<file path="src/rtl/lrf_pkg.sv">
// Shared LRF definitions: frame geometry, word layout and TX FSM states.
package lrf_pkg;

    localparam int WORD_WIDTH      = 128;
    localparam int PIXEL_WIDTH     = 8;
    localparam int PIXELS_PER_WORD = WORD_WIDTH / PIXEL_WIDTH;
    localparam int IMAGE_DIM       = 512;
    localparam int WORDS_PER_FRAME = IMAGE_DIM * IMAGE_DIM / PIXELS_PER_WORD;
    localparam int WIDX_W          = $clog2(WORDS_PER_FRAME);

    typedef enum logic {
        TX_DROP = 1'b0,
        TX_PASS = 1'b1
    } tx_state_e;

    // Counter width that stays at least one bit when n is zero.
    function automatic int cnt_w(input int n);
        return (n > 0) ? $clog2(n + 1) : 1;
    endfunction

endpackage

</file>
<file path="src/rtl/lrf_axis_frame_tx_if.sv">
// AXI4-Stream beat bundle between the frame transmitter and its sink.
interface lrf_axis_frame_tx_if #(
    parameter int W = 128
);
    logic [W-1:0] tdata;
    logic         tvalid;
    logic         tready;
    logic         tlast;

    modport master (output tdata, output tvalid, output tlast, input tready);
    modport slave  (input tdata, input tvalid, input tlast, output tready);
endinterface

</file>
<file path="src/rtl/lrf_sync_fifo.sv">
// Synchronous FIFO with simultaneous push/pop and zeroed head while empty.
module lrf_sync_fifo #(
    parameter int WIDTH = 8,
    parameter int DEPTH = 4
) (
    input  logic                       clk_i,
    input  logic                       rst_i,
    input  logic                       push_i,
    input  logic [WIDTH-1:0]           data_i,
    input  logic                       pop_i,
    output logic [WIDTH-1:0]           data_o,
    output logic [$clog2(DEPTH+1)-1:0] count_o,
    output logic                       full_o,
    output logic                       empty_o
);
    localparam int AW = $clog2(DEPTH);
    localparam int CW = $clog2(DEPTH + 1);

    logic [WIDTH-1:0] mem_q [DEPTH];
    logic [AW-1:0]    wr_q, wr_d;
    logic [AW-1:0]    rd_q, rd_d;
    logic [CW-1:0]    cnt_q, cnt_d;
    logic             do_push;
    logic             do_pop;

    always_comb begin
        empty_o = (cnt_q == '0);
        full_o  = (cnt_q == CW'(DEPTH));
        do_pop  = pop_i & ~empty_o;
        // A pop frees the slot a same-cycle push lands in.
        do_push = push_i & (~full_o | do_pop);
        wr_d    = wr_q + AW'(do_push);
        rd_d    = rd_q + AW'(do_pop);
        cnt_d   = cnt_q + CW'(do_push) - CW'(do_pop);
        data_o  = empty_o ? '0 : mem_q[rd_q];
        count_o = cnt_q;
    end

    always_ff @(posedge clk_i) begin
        if (rst_i) begin
            wr_q  <= '0;
            rd_q  <= '0;
            cnt_q <= '0;
        end else begin
            wr_q  <= wr_d;
            rd_q  <= rd_d;
            cnt_q <= cnt_d;
        end
    end

    always_ff @(posedge clk_i) begin
        if (do_push) begin
            mem_q[wr_q] <= data_i;
        end
    end

endmodule

</file>
<file path="src/rtl/lrf_axis_frame_tx.sv">
// M_AXIS frame transmitter: drops warm-up words, buffers, tags tlast per frame.
module lrf_axis_frame_tx
    import lrf_pkg::*;
#(
    parameter int DROP_WORDS = 2,
    parameter int FIFO_DEPTH = 4
) (
    input  logic                  s_axis_aclk,
    input  logic                  s_axis_areset,
    input  logic                  in_valid,
    input  logic [WORD_WIDTH-1:0] in_data,
    output logic                  in_ready,
    lrf_axis_frame_tx_if.master   m_axis,
    output logic                  frame_done,
    output logic [15:0]           frame_cnt,
    output logic                  overflow
);
    localparam int DCW = cnt_w(DROP_WORDS);
    localparam int CW  = $clog2(FIFO_DEPTH + 1);

    localparam tx_state_e         RST_ST    = (DROP_WORDS == 0) ? TX_PASS : TX_DROP;
    localparam logic [WIDX_W-1:0] LAST_IDX  = WIDX_W'(WORDS_PER_FRAME - 1);
    localparam logic [DCW-1:0]    DROP_LAST = DCW'((DROP_WORDS > 0) ? DROP_WORDS - 1 : 0);
    localparam logic [CW-1:0]     RDY_MAX   = CW'(FIFO_DEPTH - 2);

    tx_state_e         state_q, state_d;
    logic [WIDX_W-1:0] word_idx_q, word_idx_d;
    logic [DCW-1:0]    drop_cnt_q, drop_cnt_d;
    logic              in_ready_q, in_ready_d;
    logic              done_q, done_d;
    logic [15:0]       frame_cnt_q, frame_cnt_d;
    logic              ovf_q, ovf_d;

    logic                  push, pop, full, empty, is_last;
    logic                  head_last;
    logic [WORD_WIDTH-1:0] head_data;
    logic [CW-1:0]         count, count_nx;

    lrf_sync_fifo #(
        .WIDTH (WORD_WIDTH + 1),
        .DEPTH (FIFO_DEPTH)
    ) u_fifo (
        .clk_i   (s_axis_aclk),
        .rst_i   (s_axis_areset),
        .push_i  (push),
        .data_i  ({is_last, in_data}),
        .pop_i   (pop),
        .data_o  ({head_last, head_data}),
        .count_o (count),
        .full_o  (full),
        .empty_o (empty)
    );

    always_comb begin
        state_d     = state_q;
        word_idx_d  = word_idx_q;
        drop_cnt_d  = drop_cnt_q;
        ovf_d       = ovf_q;
        push        = 1'b0;
        is_last     = (word_idx_q == LAST_IDX);
        pop         = ~empty & m_axis.tready;
        done_d      = pop & head_last;
        frame_cnt_d = frame_cnt_q + 16'(done_d);

        unique case (state_q)
            TX_DROP: begin
                if (in_valid) begin
                    if (drop_cnt_q == DROP_LAST) begin
                        drop_cnt_d = '0;
                        state_d    = TX_PASS;
                    end else begin
                        drop_cnt_d = drop_cnt_q + 1'b1;
                    end
                end
            end
            TX_PASS: begin
                if (in_valid) begin
                    if (~full | pop) begin
                        push = 1'b1;
                        if (is_last) begin
                            word_idx_d = '0;
                            state_d    = RST_ST;
                        end else begin
                            word_idx_d = word_idx_q + 1'b1;
                        end
                    end else begin
                        ovf_d = 1'b1;
                    end
                end
            end
            default: state_d = RST_ST;
        endcase

        // Keep one slot spare for the word emitted as in_ready falls.
        count_nx   = count + CW'(push) - CW'(pop);
        in_ready_d = (count_nx <= RDY_MAX);
    end

    always_ff @(posedge s_axis_aclk) begin
        if (s_axis_areset) begin
            state_q     <= RST_ST;
            word_idx_q  <= '0;
            drop_cnt_q  <= '0;
            in_ready_q  <= 1'b0;
            done_q      <= 1'b0;
            frame_cnt_q <= '0;
            ovf_q       <= 1'b0;
        end else begin
            state_q     <= state_d;
            word_idx_q  <= word_idx_d;
            drop_cnt_q  <= drop_cnt_d;
            in_ready_q  <= in_ready_d;
            done_q      <= done_d;
            frame_cnt_q <= frame_cnt_d;
            ovf_q       <= ovf_d;
        end
    end

    assign in_ready      = in_ready_q;
    assign frame_done    = done_q;
    assign frame_cnt     = frame_cnt_q;
    assign overflow      = ovf_q;
    assign m_axis.tvalid = ~empty;
    assign m_axis.tdata  = head_data;
    assign m_axis.tlast  = head_last;

endmodule

</file>
<file path="src/flat_wrapper.sv">
// flat-port wrapper written by rule: the top's interface ports become plain ports
module lrf_axis_frame_tx_flat import lrf_pkg::*;
#(
    parameter int DROP_WORDS = 2,
    parameter int FIFO_DEPTH = 4
)
  (s_axis_aclk, s_axis_areset, in_valid, in_data, in_ready, frame_done, frame_cnt, overflow, m_axis_tdata, m_axis_tvalid, m_axis_tlast, m_axis_tready);
  lrf_axis_frame_tx_if #(.W(WORD_WIDTH)) m_axis_i ();
  input  logic s_axis_aclk;
  input  logic s_axis_areset;
  input  logic in_valid;
  input  logic [WORD_WIDTH-1:0] in_data;
  output logic in_ready;
  output logic frame_done;
  output logic [15:0] frame_cnt;
  output logic overflow;
  output wire logic [$bits(m_axis_i.tdata)-1:0] m_axis_tdata;
  output wire logic [$bits(m_axis_i.tvalid)-1:0] m_axis_tvalid;
  output wire logic [$bits(m_axis_i.tlast)-1:0] m_axis_tlast;
  input wire logic [$bits(m_axis_i.tready)-1:0] m_axis_tready;
  assign m_axis_tdata = m_axis_i.tdata;
  assign m_axis_tvalid = m_axis_i.tvalid;
  assign m_axis_tlast = m_axis_i.tlast;
  assign m_axis_i.tready = m_axis_tready;
  lrf_axis_frame_tx #(.DROP_WORDS(DROP_WORDS), .FIFO_DEPTH(FIFO_DEPTH)) u_core (.s_axis_aclk(s_axis_aclk), .s_axis_areset(s_axis_areset), .in_valid(in_valid), .in_data(in_data), .in_ready(in_ready), .m_axis(m_axis_i), .frame_done(frame_done), .frame_cnt(frame_cnt), .overflow(overflow));
endmodule
</file>
<file path="config.mk">
export PLATFORM = sky130hd
export DESIGN_NAME = lrf_axis_frame_tx_flat
export DESIGN_NICKNAME = d
export VERILOG_FILES = /design/src/rtl/lrf_pkg.sv /design/src/rtl/lrf_axis_frame_tx_if.sv /design/src/rtl/lrf_sync_fifo.sv /design/src/rtl/lrf_axis_frame_tx.sv /design/src/flat_wrapper.sv
export SDC_FILE = /design/constraint.sdc
export NUM_CORES = 1
export LEC_CHECK = 0
export CAP_MARGIN = 20
export CORE_AREA = 2 2 184 222
export CTS_CLUSTER_SIZE = 20
export DETAILED_ROUTE_END_ITERATION = 8
export DIE_AREA = 0 0 186 224
export PLACE_DENSITY = 0.79
export SLEW_MARGIN = 20
export SYNTH_ARGS = -nofsm -noshare
export SYNTH_HDL_FRONTEND = slang
export SYNTH_SLANG_ARGS = --single-unit
</file>
<file path="constraint.sdc">
create_clock -name s_axis_aclk -period 15.84 [get_ports s_axis_aclk]
set_input_delay 2.376 -clock s_axis_aclk [delete_from_list [all_inputs] [get_ports s_axis_aclk]]
set_output_delay 2.376 -clock s_axis_aclk [all_outputs]
set_load 0.1 [all_outputs]
</file>
==> out/results.txt, run 1 <==
Share of synthesized area spent on multiplexers - 0.136
Number of cell rows - 80
Routed Antenna Nets - 0
Xor-xnor portion of the synthesized cell area - 0.0102
Number of max-capacitance violations reported - 0
Area of combinational cells with multiple inputs - 0.00482 mm^2
Net count, final - 1,478
Longest individual stage delay on the worst path - 0.97 ns
Largest net degree at the start of global routing - 73
Most used flip-flop cell after synthesis - sky130_fd_sc_hd__edfxtp_1
Die W - 186 um
Leak - 8.28 nW
TritonCTS clock tree - done
Number of ports placed on the die boundary - 281
Clock slew at reported path FFs - 0.06 ns
Portion of the post-synthesis area used by sequential elements - 0.764
Synth Area per Inst - 20.7 um^2
Cell with the most instances on the worst path - sky130_fd_sc_hd__buf_4
First DRT Iteration DRCs - 719
# placed instances - 1,814
Post-detail-place hpwl - 24.9 mm
Reg area - 0.0164 mm^2
Post-synthesis net count - 1,179
Outcome - finished, final reports clean
Kind of start point of the critical path - flop
Layout-stage area growth over the synthesis result - 23.1%
Global-route wire length before repair - 63.4 mm
Met2 usage in global routing - 0.345
Number of unique standard cell types used by synthesis - 44
Cell area after synthesis - 0.0214 mm^2
Setup bufs post-CTS - 0
Power density cells - 186 mW/mm^2
Seq cells post-synth - 559
Number of standard cells in the layout, taps in and fillers out - 1,915
Post-CTS sizing - 0
Final setup skew - 0.0212 ns
Clock tree root buffer cell - sky130_fd_sc_hd__clkbuf_16
Crit path max-delay family - buffers and inverters
Antenna violations before repair - 7
Worst IR Drop VDD - 0.171 mV
Post-synth EDFFs - 516
Required arrival time at the worst endpoint - 13.46 ns
Filler cells - 2,544
Worst min-delay path category - reg2reg
Relative slew slack - 0.274
Ys Warns - 0
Global-route usage over all layers - 0.202
Highest achievable clock rate - 152 MHz
Crit path DAT - 4.18 ns
Clock buffer depth - 3
Overall via count from detail_route - 10,600
Post-synthesis simple-gate area fraction - 0.0643
Critical path buffers and inverters - 3
Final routed DRC violation total - 0
Core region area - 0.0395 mm^2
Effective utilization at floorplan - 0.542
Final weighted congestion of routability-driven global placement - 0.732
Clk Latency, worst-skew pair - 0.57 ns
Die height - 224 um
Biggest area consumer among synthesized cells - sky130_fd_sc_hd__edfxtp_1
Crit path cell chain - buf_4 > buf_4 > mux4_2 > and2_1 > clkdlybuf4s50_1
Setup TNS Final - 0 ns
Buffers on Ports - 280
Routed wire length per instance - 21.7 um
Met3 global-route usage - 0.0546
Post-Synthesis Cells - 1,036
Highest net fanout along the worst path - 39
Type of destination of the critical path - output port
Largest cells by area after synthesis - sky130_fd_sc_hd__edfxtp_1 72%, sky130_fd_sc_hd__mux4_2 14%, sky130_fd_sc_hd__dfxtp_1 4.0%, sky130_fd_sc_hd__and2_1 3.8%, sky130_fd_sc_hd__xnor2_1 0.82%
Yosys top cell area share - 0.724
Total number of clock tree sinks - 559
Min Clock Period, post-route - 6.56 ns
GR Layer Usage met1 - 0.253
Number of levels in the clock H-tree - 2
Fin. max-slew vios - 0
Floorplan die area - 0.0417 mm^2
Number of global-route vias before repair - 11,200
Fraction of registers with async set or reset after synthesis - 0
Overflow after GRT - 0
Post-CTS Hold Fix Bufs - 0
Count of final setup violators - 0
Most common cell in the netlist - sky130_fd_sc_hd__edfxtp_1
Category of the most critical setup path - reg2out
Hold Slack - 0.461 ns
Number of vias per cell - 5.56
Fraction of final layout cells sized beyond drive strength 1 - 0.169
Area share of fa/ha/maj cells after synthesis - 0.00713
Measured slew at the worst slew-check pin - 1.09 ns
Share of the clock period used by the worst path after layout - 0.414
Total length of routed wires - 41.6 mm
Most heavily used metal layer in global routing - met2
Router iterations before antenna repair - 5
Final hold violation count - 0
Post-synthesis compound-gate area fraction - 0.00643
Worst path slowest cell - sky130_fd_sc_hd__clkdlybuf4s50_1
Unrepaired setup endpoints after global routing - no
CTS buffer count - 52
Largest family of logic cells by synthesized area - multiplexers
Leading cell types by count after synthesis - 516 x sky130_fd_sc_hd__edfxtp_1, 131 x sky130_fd_sc_hd__and2_1, 129 x sky130_fd_sc_hd__mux4_2, 43 x sky130_fd_sc_hd__dfxtp_1, 29 x sky130_fd_sc_hd__clkbuf_1
## placed cells by master, fill, tap and decap left out, types with 6 or more instances in the layout
| cell type | instances |
|---|---|
| sky130_fd_sc_hd__nor2_1 | 26 |
| sky130_fd_sc_hd__nand3_1 | 8 |
| sky130_fd_sc_hd__clkbuf_1 | 10 |
| sky130_fd_sc_hd__and2_1 | 131 |
| sky130_fd_sc_hd__a21oi_1 | 8 |
| sky130_fd_sc_hd__mux4_2 | 129 |
| sky130_fd_sc_hd__clkbuf_16 | 53 |
| sky130_fd_sc_hd__diode_2 | 6 |
| sky130_fd_sc_hd__edfxtp_1 | 516 |
| sky130_fd_sc_hd__clkinv_2 | 11 |
| sky130_fd_sc_hd__buf_4 | 14 |
| sky130_fd_sc_hd__xnor2_1 | 20 |
| sky130_fd_sc_hd__nor2b_1 | 8 |
| sky130_fd_sc_hd__dfxtp_1 | 41 |
| sky130_fd_sc_hd__ha_1 | 9 |
| sky130_fd_sc_hd__inv_1 | 11 |
| sky130_fd_sc_hd__clkinv_1 | 13 |
| sky130_fd_sc_hd__nand4_1 | 6 |
| sky130_fd_sc_hd__nand2_1 | 12 |
| sky130_fd_sc_hd__nor3_1 | 9 |
| sky130_fd_sc_hd__nor4_1 | 6 |
| sky130_fd_sc_hd__clkdlybuf4s50_1 | 280 |
## sequential cells by signal (all words and copies together), names as in the netlist
signal,count
u_core.drop_cnt_q,2
u_core.in_ready,1
u_core.u_fifo.count_o,3
u_core.frame_done,1
u_core.u_fifo.rd_q,2
u_core.overflow,1
u_core.frame_cnt,16
u_core.u_fifo.mem_q,516
u_core.u_fifo.wr_q,2
u_core.word_idx_q,14
u_core.state_q,1
## through the flow
step | total power, W | instance area, um^2 | utilization | setup slack [ns]
after floorplan | 0.00335 | 21400 | - | 2.85
after global placement | 0.00383 | 24800 | 0.627 | 9.71
after detailed placement | 0.00384 | 24800 | 0.627 | 9.70
after CTS | 0.00495 | 26300 | 0.666 | 9.10
after global routing | 0.00506 | 26400 | 0.666 | 8.92
final | 0.00490 | 26400 | 0.667 | 9.28
## kinds of logic (layout without fill, tap and decap cells)
logic type                 after synthesis  after routing
and+or+nand+nor                        230            230
adders and majority gates               11             11
xor gates and xnor gates                25             25
AOI/OAI and AO/OA                       21             21
other                                    0              6
buffers and inverters                   61            401
DFF                                    559            559
muxes                                  129            129
## layout make-up
| cell class | count | share of cell area |
|---|---|---|
| repair buffers | 295 | 0.111 |
| multi-input cells | 416 | 0.183 |
| clock inverters | 32 | 0.00627 |
| clock buffers | 63 | 0.0518 |
| flip-flops and latches | 559 | 0.621 |
| diodes | 6 | 0.000570 |
| inverters | 11 | 0.00157 |
| well taps | 533 | 0.0253 |
## worst reg2reg max path: cells and delay by family (launching register included)
| kind | cells | cell delay [ns] |
|---|---|---|
| buffers and inverters | 2 | 1.14 |
| DFF | 1 | 0.48 |
| and+or+nand+nor | 3 | 1.37 |
## power breakdown
part,total [W],switching (W),internal (W)
combinational,0.00213,0.00154,0.000582
clock,0.00112,0.000508,0.000612
sequential,0.00166,0.0000232,0.00164
## routing by layer
layer  vias to the layer above  share of wire
met5                         -              0
met4                         0          0.024
met3                        57          0.069
met2                       310           0.53
met1                      5532           0.38
li1                       4745              -
## path summary, 6_finish.rpt
check / startpoint / end / slack [ns] / depth (start not counted)
max: u_core.u_fifo.rd_q[0]$_SDFF_PP0_ / m_axis_tdata[20] / 9.28 / 5
min: u_core.drop_cnt_q[1]$_SDFFE_PP0P_ / u_core.state_q$_SDFF_PP0_ / 0.46 / 1
max reg2reg: u_core.u_fifo.count_o[1]$_SDFF_PP0_ / u_core.u_fifo.mem_q[3][35]$_DFFE_PP_ / 12.38 / 5
min reg2reg: u_core.drop_cnt_q[1]$_SDFFE_PP0P_ / u_core.state_q$_SDFF_PP0_ / 0.46 / 1
Power figures use the tool's default switching activity.
==> inputs of run 2 (changes only) <==
==> constraint.sdc (replaced) <==
create_clock -name s_axis_aclk -period 6.33 [get_ports s_axis_aclk]
set_input_delay 0.9495 -clock s_axis_aclk [delete_from_list [all_inputs] [get_ports s_axis_aclk]]
set_output_delay 0.9495 -clock s_axis_aclk [all_outputs]
set_load 0.1 [all_outputs]
==> run 2 against run 1 <==
Sequential power grew to 2.5 times the previous value; sequential share of layout area shrank 0.25 points; core utilization grew 0.27 points; critical endpoint is now m_axis_tdata[70]; largest power group unchanged; highest routed layer is now met5.
==> out/results.txt, run 2 (synthesis results as in run 1) <==
Outcome - finished, final reports clean
Routed Antenna Nets - 0 (unchanged)
Overall via count from detail_route - 10,500 (-1.0%)
Relative slew slack - 0.277 (+0.00257)
Buffers on Ports - 280 (unchanged)
Setup bufs post-CTS - 0 (unchanged)
Type of destination of the critical path - output port
Hold Path End - u_core.state_q$_SDFF_PP0_
Global-route wire length before repair - 63.9 mm (+0.87%)
TritonCTS clock tree - done
Share of the clock period used by the worst path after layout - 0.722
Flip-flop count of the largest register, all copies and words added - 516 (unchanged)
Number of global-route vias before repair - 11,200 (+0.54%)
Area after DPL - 0.0249 mm^2 (+0.25%)
Largest net degree at the start of global routing - 120 (+64%)
Number of max-capacitance violations reported - 0 (unchanged)
Worst R2R End - u_core.in_ready$_SDFF_PP0_
Fraction of final layout cells sized beyond drive strength 1 - 0.165 (-0.00375)
CTS buffer count - 52 (unchanged)
Highest net fanout along the worst path - 33 (-15%)
Layout-stage area growth over the synthesis result - 23.6%
Post-detail-place hpwl - 24.8 mm (-0.39%)
Floorplan die area - 0.0417 mm^2 (unchanged)
Antenna violations before repair - 6 (-1)
Worst hold path depth - 1 (unchanged)
Global-route usage over all layers - 0.206 (+0.00336)
Clock tree root buffer cell - sky130_fd_sc_hd__clkbuf_16
Startpoint of the worst-slack reg-to-reg timing path - u_core.u_fifo.count_o[1]$_SDFF_PP0_
Die W - 186 um (unchanged)
Final routed DRC violation total - 0 (unchanged)
Crit path cell chain - buf_4 > mux4_2 > and2_1 > clkdlybuf4s50_1
Total length of routed wires - 41.8 mm (+0.67%)
Total number of clock tree sinks - 559 (unchanged)
# placed instances - 1,814 (unchanged)
Min Clock Period, post-route - 4.57 ns
Most frequent cells in the layout - 516 x sky130_fd_sc_hd__edfxtp_1, 280 x sky130_fd_sc_hd__clkdlybuf4s50_1, 131 x sky130_fd_sc_hd__and2_1
Fin. max-slew vios - 0 (unchanged)
Highest achievable clock rate - 219 MHz
Count of final setup violators - 0 (unchanged)
Kind of start point of the critical path - flop
Worst min-delay path category - reg2reg
Router iterations before antenna repair - 7 (+2)
Required arrival time at the worst endpoint - 5.38 ns (-8.08 ns)
Number of levels in the clock H-tree - 2 (unchanged)
Worst reg2reg path depth - 10 (+5)
Die height - 224 um (unchanged)
Final weighted congestion of routability-driven global placement - 0.752 (+2.7%)
Setup TNS Final - 0 ns (unchanged)
Measured slew at the worst slew-check pin - 1.08 ns (-0.00384 ns)
Power density cells - 468 mW/mm^2 (+150%)
Overflow after GRT - 0 (unchanged)
Net count, final - 1,478 (unchanged)
Category of the most critical setup path - reg2out
Number of standard cells in the layout, taps in and fillers out - 1,914 (-0.052%)
Area of all placed cells without fillers - 0.0265 mm^2 (+0.41%)
Number of ports placed on the die boundary - 281 (unchanged)
Launch point of the worst path - u_core.u_fifo.rd_q[0]$_SDFF_PP0_
Routed wire length per instance - 21.9 um (+0.72%)
Worst path slowest cell - sky130_fd_sc_hd__clkdlybuf4s50_1
Clk Latency, worst-skew pair - 0.58 ns (about the same)
Hold Slack - 0.480 ns (+0.0194 ns)
Worst IR Drop VDD - 0.399 mV (+130%)
Post-CTS Hold Fix Bufs - 0 (unchanged)
Setup slack, reg-to-reg - 3.02 ns (-9.36 ns)
Core region area - 0.0395 mm^2 (unchanged)
Number of vias per cell - 5.50 (-0.99%)
Post-CTS sizing - 0 (unchanged)
Final core utilization - 0.669 (+0.00272)
Leak - 8.31 nW (+0.36%)
Leading cell type in the layout, fill and taps excluded - sky130_fd_sc_hd__edfxtp_1
Longest individual stage delay on the worst path - 1.01 ns (+0.04 ns)
Effective utilization at floorplan - 0.542 (unchanged)
First DRT Iteration DRCs - 714 (-0.70%)
Clock buffer depth - 3 (unchanged)
Reg with most FFs - u_core.u_fifo.mem_q
Startpoint of the most critical hold path - u_core.drop_cnt_q[1]$_SDFFE_PP0P_
Final setup skew - 0.0203 ns (-0.000825 ns)
Unrepaired setup endpoints after global routing - no
Final hold violation count - 0 (unchanged)
Number of cell rows - 80 (unchanged)
Crit path DAT - 3.62 ns (-0.56 ns)
Clock slew at reported path FFs - 0.06 ns (about the same)
run 2: cell type report:
class	count	area [um^2]
clock buffer	65	1370
multi-input combinational	416	4830
sequential	559	16400
inverter	11	41.3
antenna	4	10.0
timing repair buffer	295	2970
tap	533	667
fill	2558	13100
clock inverter	31	211
run 2: worst max path at each step:
stage,end,slack [ns],cells after the start
2_1_floorplan,u_core.u_fifo.mem_q[2][0]$_DFFE_PP_,0.86,6
3_3_place_gp,u_core.u_fifo.mem_q[3][44]$_DFFE_PP_,2.21,6
3_5_place_dp,u_core.u_fifo.mem_q[3][44]$_DFFE_PP_,2.23,6
4_1_cts,m_axis_tdata[70],1.66,4
5_1_grt,m_axis_tdata[7],1.54,4
6_report,m_axis_tdata[70],1.76,4
run 2: layer usage:
metal / track usage / vias up / routed length, um
li1: - / 4740 / -
met1: 0.250 / 5399 / 15600
met3: 0.0556 / 82 / 2790
met5: 0 / - / 33
met4: 0.0810 / 4 / 1480
met2: 0.350 / 308 / 22000
run 2: critical path, delay by kind of cell (launching register included):
kind                   cells  cell delay [ns]
flip-flops                 1             0.81
AND/OR/NAND/NOR            1             0.17
multiplexers               1             0.56
buffers and inverters      2             1.48
run 2: power by group:
group | leakage (nW) | internal [W] | switching [W]
Combinational | 2.54 | 0.00148 | 0.00384
Clock | 0.766 | 0.00162 | 0.00127
Sequential | 5.00 | 0.00409 | 0.0000883
Total | 8.31 | 0.00719 | 0.00520
run 2: stage by stage:
step	setup WS [ns]	power, W
6_report	1.76	0.0124
5_1_grt	1.54	0.0128
4_1_cts	1.66	0.0125
3_5_place_dp	2.23	0.00962
3_3_place_gp	2.21	0.00959
2_1_floorplan	0.856	0.00837
==> inputs of run 3 (changes only) <==
--- a/config.mk
+++ b/config.mk
@@ -6,11 +6,11 @@
 export NUM_CORES = 1
 export LEC_CHECK = 0
 export CAP_MARGIN = 20
-export CORE_AREA = 2 2 184 222
+export CORE_AREA = 2 2 192 232
 export CTS_CLUSTER_SIZE = 20
 export DETAILED_ROUTE_END_ITERATION = 8
-export DIE_AREA = 0 0 186 224
-export PLACE_DENSITY = 0.79
+export DIE_AREA = 0 0 194 234
+export PLACE_DENSITY = 0.76
 export SLEW_MARGIN = 20
 export SYNTH_ARGS = -nofsm -noshare
 export SYNTH_HDL_FRONTEND = slang
==> constraint.sdc (replaced) <==
create_clock -name s_axis_aclk -period 3.85 [get_ports s_axis_aclk]
set_input_delay 0.5775 -clock s_axis_aclk [delete_from_list [all_inputs] [get_ports s_axis_aclk]]
set_output_delay 0.5775 -clock s_axis_aclk [all_outputs]
set_load 0.1 [all_outputs]
==> run 3 against run 2 <==
Worst setup slack got worse by 1.1 ns; non-clock buffer count increased by 8; core utilization is 5.5 points lower; routed wire length is 2.8% higher; combinational power up 63%; flip-flop and latch count is the same; clock skew is 0.0097 ns higher; sequential power is 62% higher; via count increased by 0.79%; global-route usage is 1.6 points lower; cell count up 1.9%; count of clock-buffer cells in the layout is 2 higher.
==> out/results.txt, run 3 (synthesis results as in run 1) <==
Worst reg2reg path depth - 5 (-5)
CTS buffer count - 53 (+1.9%)
Crit path cell chain - or3_4 > buf_4 > and2_1 > buf_4
Total number of clock tree sinks - 559 (unchanged)
Number of levels in the clock H-tree - 2 (unchanged)
# placed instances - 1,848 (+1.9%)
Global-route wire length before repair - 65.8 mm (+3.0%)
Most frequent cells in the layout - 516 x sky130_fd_sc_hd__edfxtp_1, 150 x sky130_fd_sc_hd__clkdlybuf4s50_1, 137 x sky130_fd_sc_hd__buf_4
Highest net fanout along the worst path - 48 (+45%)
Routed Antenna Nets - 0 (unchanged)
Clk Latency, worst-skew pair - 0.58 ns (about the same)
Number of vias per cell - 5.44 (-1.1%)
Worst path slowest cell - sky130_fd_sc_hd__or3_4
Launch point of the worst path - u_core.u_fifo.count_o[1]$_SDFF_PP0_
Final hold violation count - 0 (unchanged)
Antenna violations before repair - 6 (unchanged)
Clock tree root buffer cell - sky130_fd_sc_hd__clkbuf_16
Core region area - 0.0433 mm^2 (+9.5%)
Measured slew at the worst slew-check pin - 0.977 ns (-0.104 ns)
Outcome - finished, final reports clean
Global-route usage over all layers - 0.189 (-0.0162)
Final setup skew - 0.0300 ns (+0.00968 ns)
Number of global-route vias before repair - 11,200 (-0.018%)
Worst hold path depth - 1 (unchanged)
Hold Path End - u_core.state_q$_SDFF_PP0_
Setup bufs post-CTS - 0 (unchanged)
Worst min-delay path category - reg2reg
Worst IR Drop VDD - 0.742 mV (+86%)
Largest net degree at the start of global routing - 72 (-40%)
Startpoint of the worst-slack reg-to-reg timing path - u_core.u_fifo.count_o[1]$_SDFF_PP0_
Crit path DAT - 2.62 ns (-1.00 ns)
Min Clock Period, post-route - 3.19 ns
Longest individual stage delay on the worst path - 0.54 ns (-0.47 ns)
Floorplan die area - 0.0454 mm^2 (+9.0%)
Highest achievable clock rate - 313 MHz
Router iterations before antenna repair - 5 (-2)
Number of standard cells in the layout, taps in and fillers out - 1,951 (+1.9%)
Crit path max-delay family - simple AND/OR/NAND/NOR gates
Routed wire length per instance - 22.0 um (+0.83%)
Overflow after GRT - 0 (unchanged)
Area of combinational cells with multiple inputs - 0.00484 mm^2 (+0.21%)
Startpoint of the most critical hold path - u_core.drop_cnt_q[1]$_SDFFE_PP0P_
Leading cell type in the layout, fill and taps excluded - sky130_fd_sc_hd__edfxtp_1
Post-detail-place hpwl - 26.2 mm (+5.6%)
Post-CTS Hold Fix Bufs - 0 (unchanged)
Buffers on Ports - 280 (unchanged)
Total length of routed wires - 43.0 mm (+2.8%)
Reg area - 0.0164 mm^2 (unchanged)
Critical path buffers and inverters - 2 (unchanged)
Area of all placed cells without fillers - 0.0266 mm^2 (+0.49%)
Effective utilization at floorplan - 0.495 (-0.0471)
Area after DPL - 0.0248 mm^2 (-0.29%)
Filler cells - 3,034 (+19%)
Flip-flop count of the largest register, all copies and words added - 516 (unchanged)
Post-CTS sizing - 0 (unchanged)
Setup slack, reg-to-reg - 1.23 ns (-1.79 ns)
Worst R2R End - u_core.u_fifo.mem_q[3][109]$_DFFE_PP_
Reg with most FFs - u_core.u_fifo.mem_q
Kind of start point of the critical path - flop
Unrepaired setup endpoints after global routing - no
Final routed DRC violation total - 0 (unchanged)
Clock buffer depth - 3 (unchanged)
Final weighted congestion of routability-driven global placement - 0.763 (+1.5%)
Leak - 8.69 nW (+4.6%)
Relative slew slack - 0.346 (+0.0695)
Die W - 194 um (+4.3%)
Category of the most critical setup path - reg2out
Net count, final - 1,487 (+0.61%)
First DRT Iteration DRCs - 720 (+0.84%)
Share of the clock period used by the worst path after layout - 0.830
Required arrival time at the worst endpoint - 3.27 ns (-2.11 ns)
Layout-stage area growth over the synthesis result - 24.2%
Count of final setup violators - 0 (unchanged)
Power density cells - 779 mW/mm^2 (+66%)
Number of ports placed on the die boundary - 281 (unchanged)
Type of destination of the critical path - output port
Number of cell rows - 84 (+5.0%)
Overall via count from detail_route - 10,600 (+0.79%)
Die height - 234 um (+4.5%)
Clock slew at reported path FFs - 0.06 ns (about the same)
Fraction of final layout cells sized beyond drive strength 1 - 0.273 (+0.108)
Number of max-capacitance violations reported - 0 (unchanged)
TritonCTS clock tree - done
Cell with the most instances on the worst path - sky130_fd_sc_hd__buf_4
Fin. max-slew vios - 0 (unchanged)
[run 3: changes by cell type in the layout (fill, tap and decap cells not counted), sizes merged]
cell           delta
buf             +138
clkdlybuf4s50   -130
clkinv            -5
bufinv            +4
clkbuf            +2
clkinvlp          +2
[run 3: stage by stage]
stage | TNS (ns) | total power, W | util | hold slack [ns] | worst slack (ns)
floorplan | -186.55 | 0.0138 | - | 0.427 | -0.837
global placement | 0 | 0.0157 | 0.573 | 0.443 | 0.594
detailed placement | 0 | 0.0157 | 0.573 | 0.443 | 0.547
CTS | 0 | 0.0209 | 0.614 | 0.459 | 0.538
global route | 0 | 0.0214 | 0.614 | 0.485 | 0.463
finish | 0 | 0.0207 | 0.614 | 0.462 | 0.656
[run 3: layout make-up]
type	instances	share of cell area
tap	559	0.0263
inverter	11	0.00155
sequential	559	0.615
clock buffer	67	0.0546
timing repair buffer	303	0.107
clock inverter	32	0.0125
antenna	4	0.000376
multi-input combinational	416	0.182
[run 3: power breakdown]
group	total, W	switching, W	internal, W
sequential	0.00678	0.0000544	0.00673
clock	0.00526	0.00218	0.00308
combinational	0.00867	0.00644	0.00223
total	0.0207	0.00867	0.0120
[run 3: worst max-delay path by stage]
stage | endpoint | slack, ns | cells past startpoint
after global placement | u_core.u_fifo.mem_q[3][12]$_DFFE_PP_ | 0.59 | 6
after floorplan | u_core.u_fifo.mem_q[1][0]$_DFFE_PP_ | -0.84 | 4
after detailed placement | u_core.u_fifo.mem_q[3][51]$_DFFE_PP_ | 0.55 | 6
after CTS | m_axis_tdata[124] | 0.54 | 4
after global routing | m_axis_tdata[124] | 0.46 | 4
final | m_axis_tdata[35] | 0.66 | 4
[run 3: worst reg2reg max path, stage by stage, from the launching register on]
cell                      delay (ns)
sky130_fd_sc_hd__dfxtp_1        0.49
sky130_fd_sc_hd__nor4b_4        0.15
sky130_fd_sc_hd__or2_4          0.31
sky130_fd_sc_hd__inv_1          0.18
sky130_fd_sc_hd__and3_4         0.76
sky130_fd_sc_hd__buf_12         0.36
[run 3: metal layers]
metal | global-route usage | share of wire | vias to the layer above
met3 | 0.0469 | 0.067 | 77
met5 | 0 | 0.00053 | -
met2 | 0.320 | 0.51 | 327
met1 | 0.240 | 0.39 | 5441
met4 | 0.0701 | 0.030 | 4
li1 | - | - | 4767
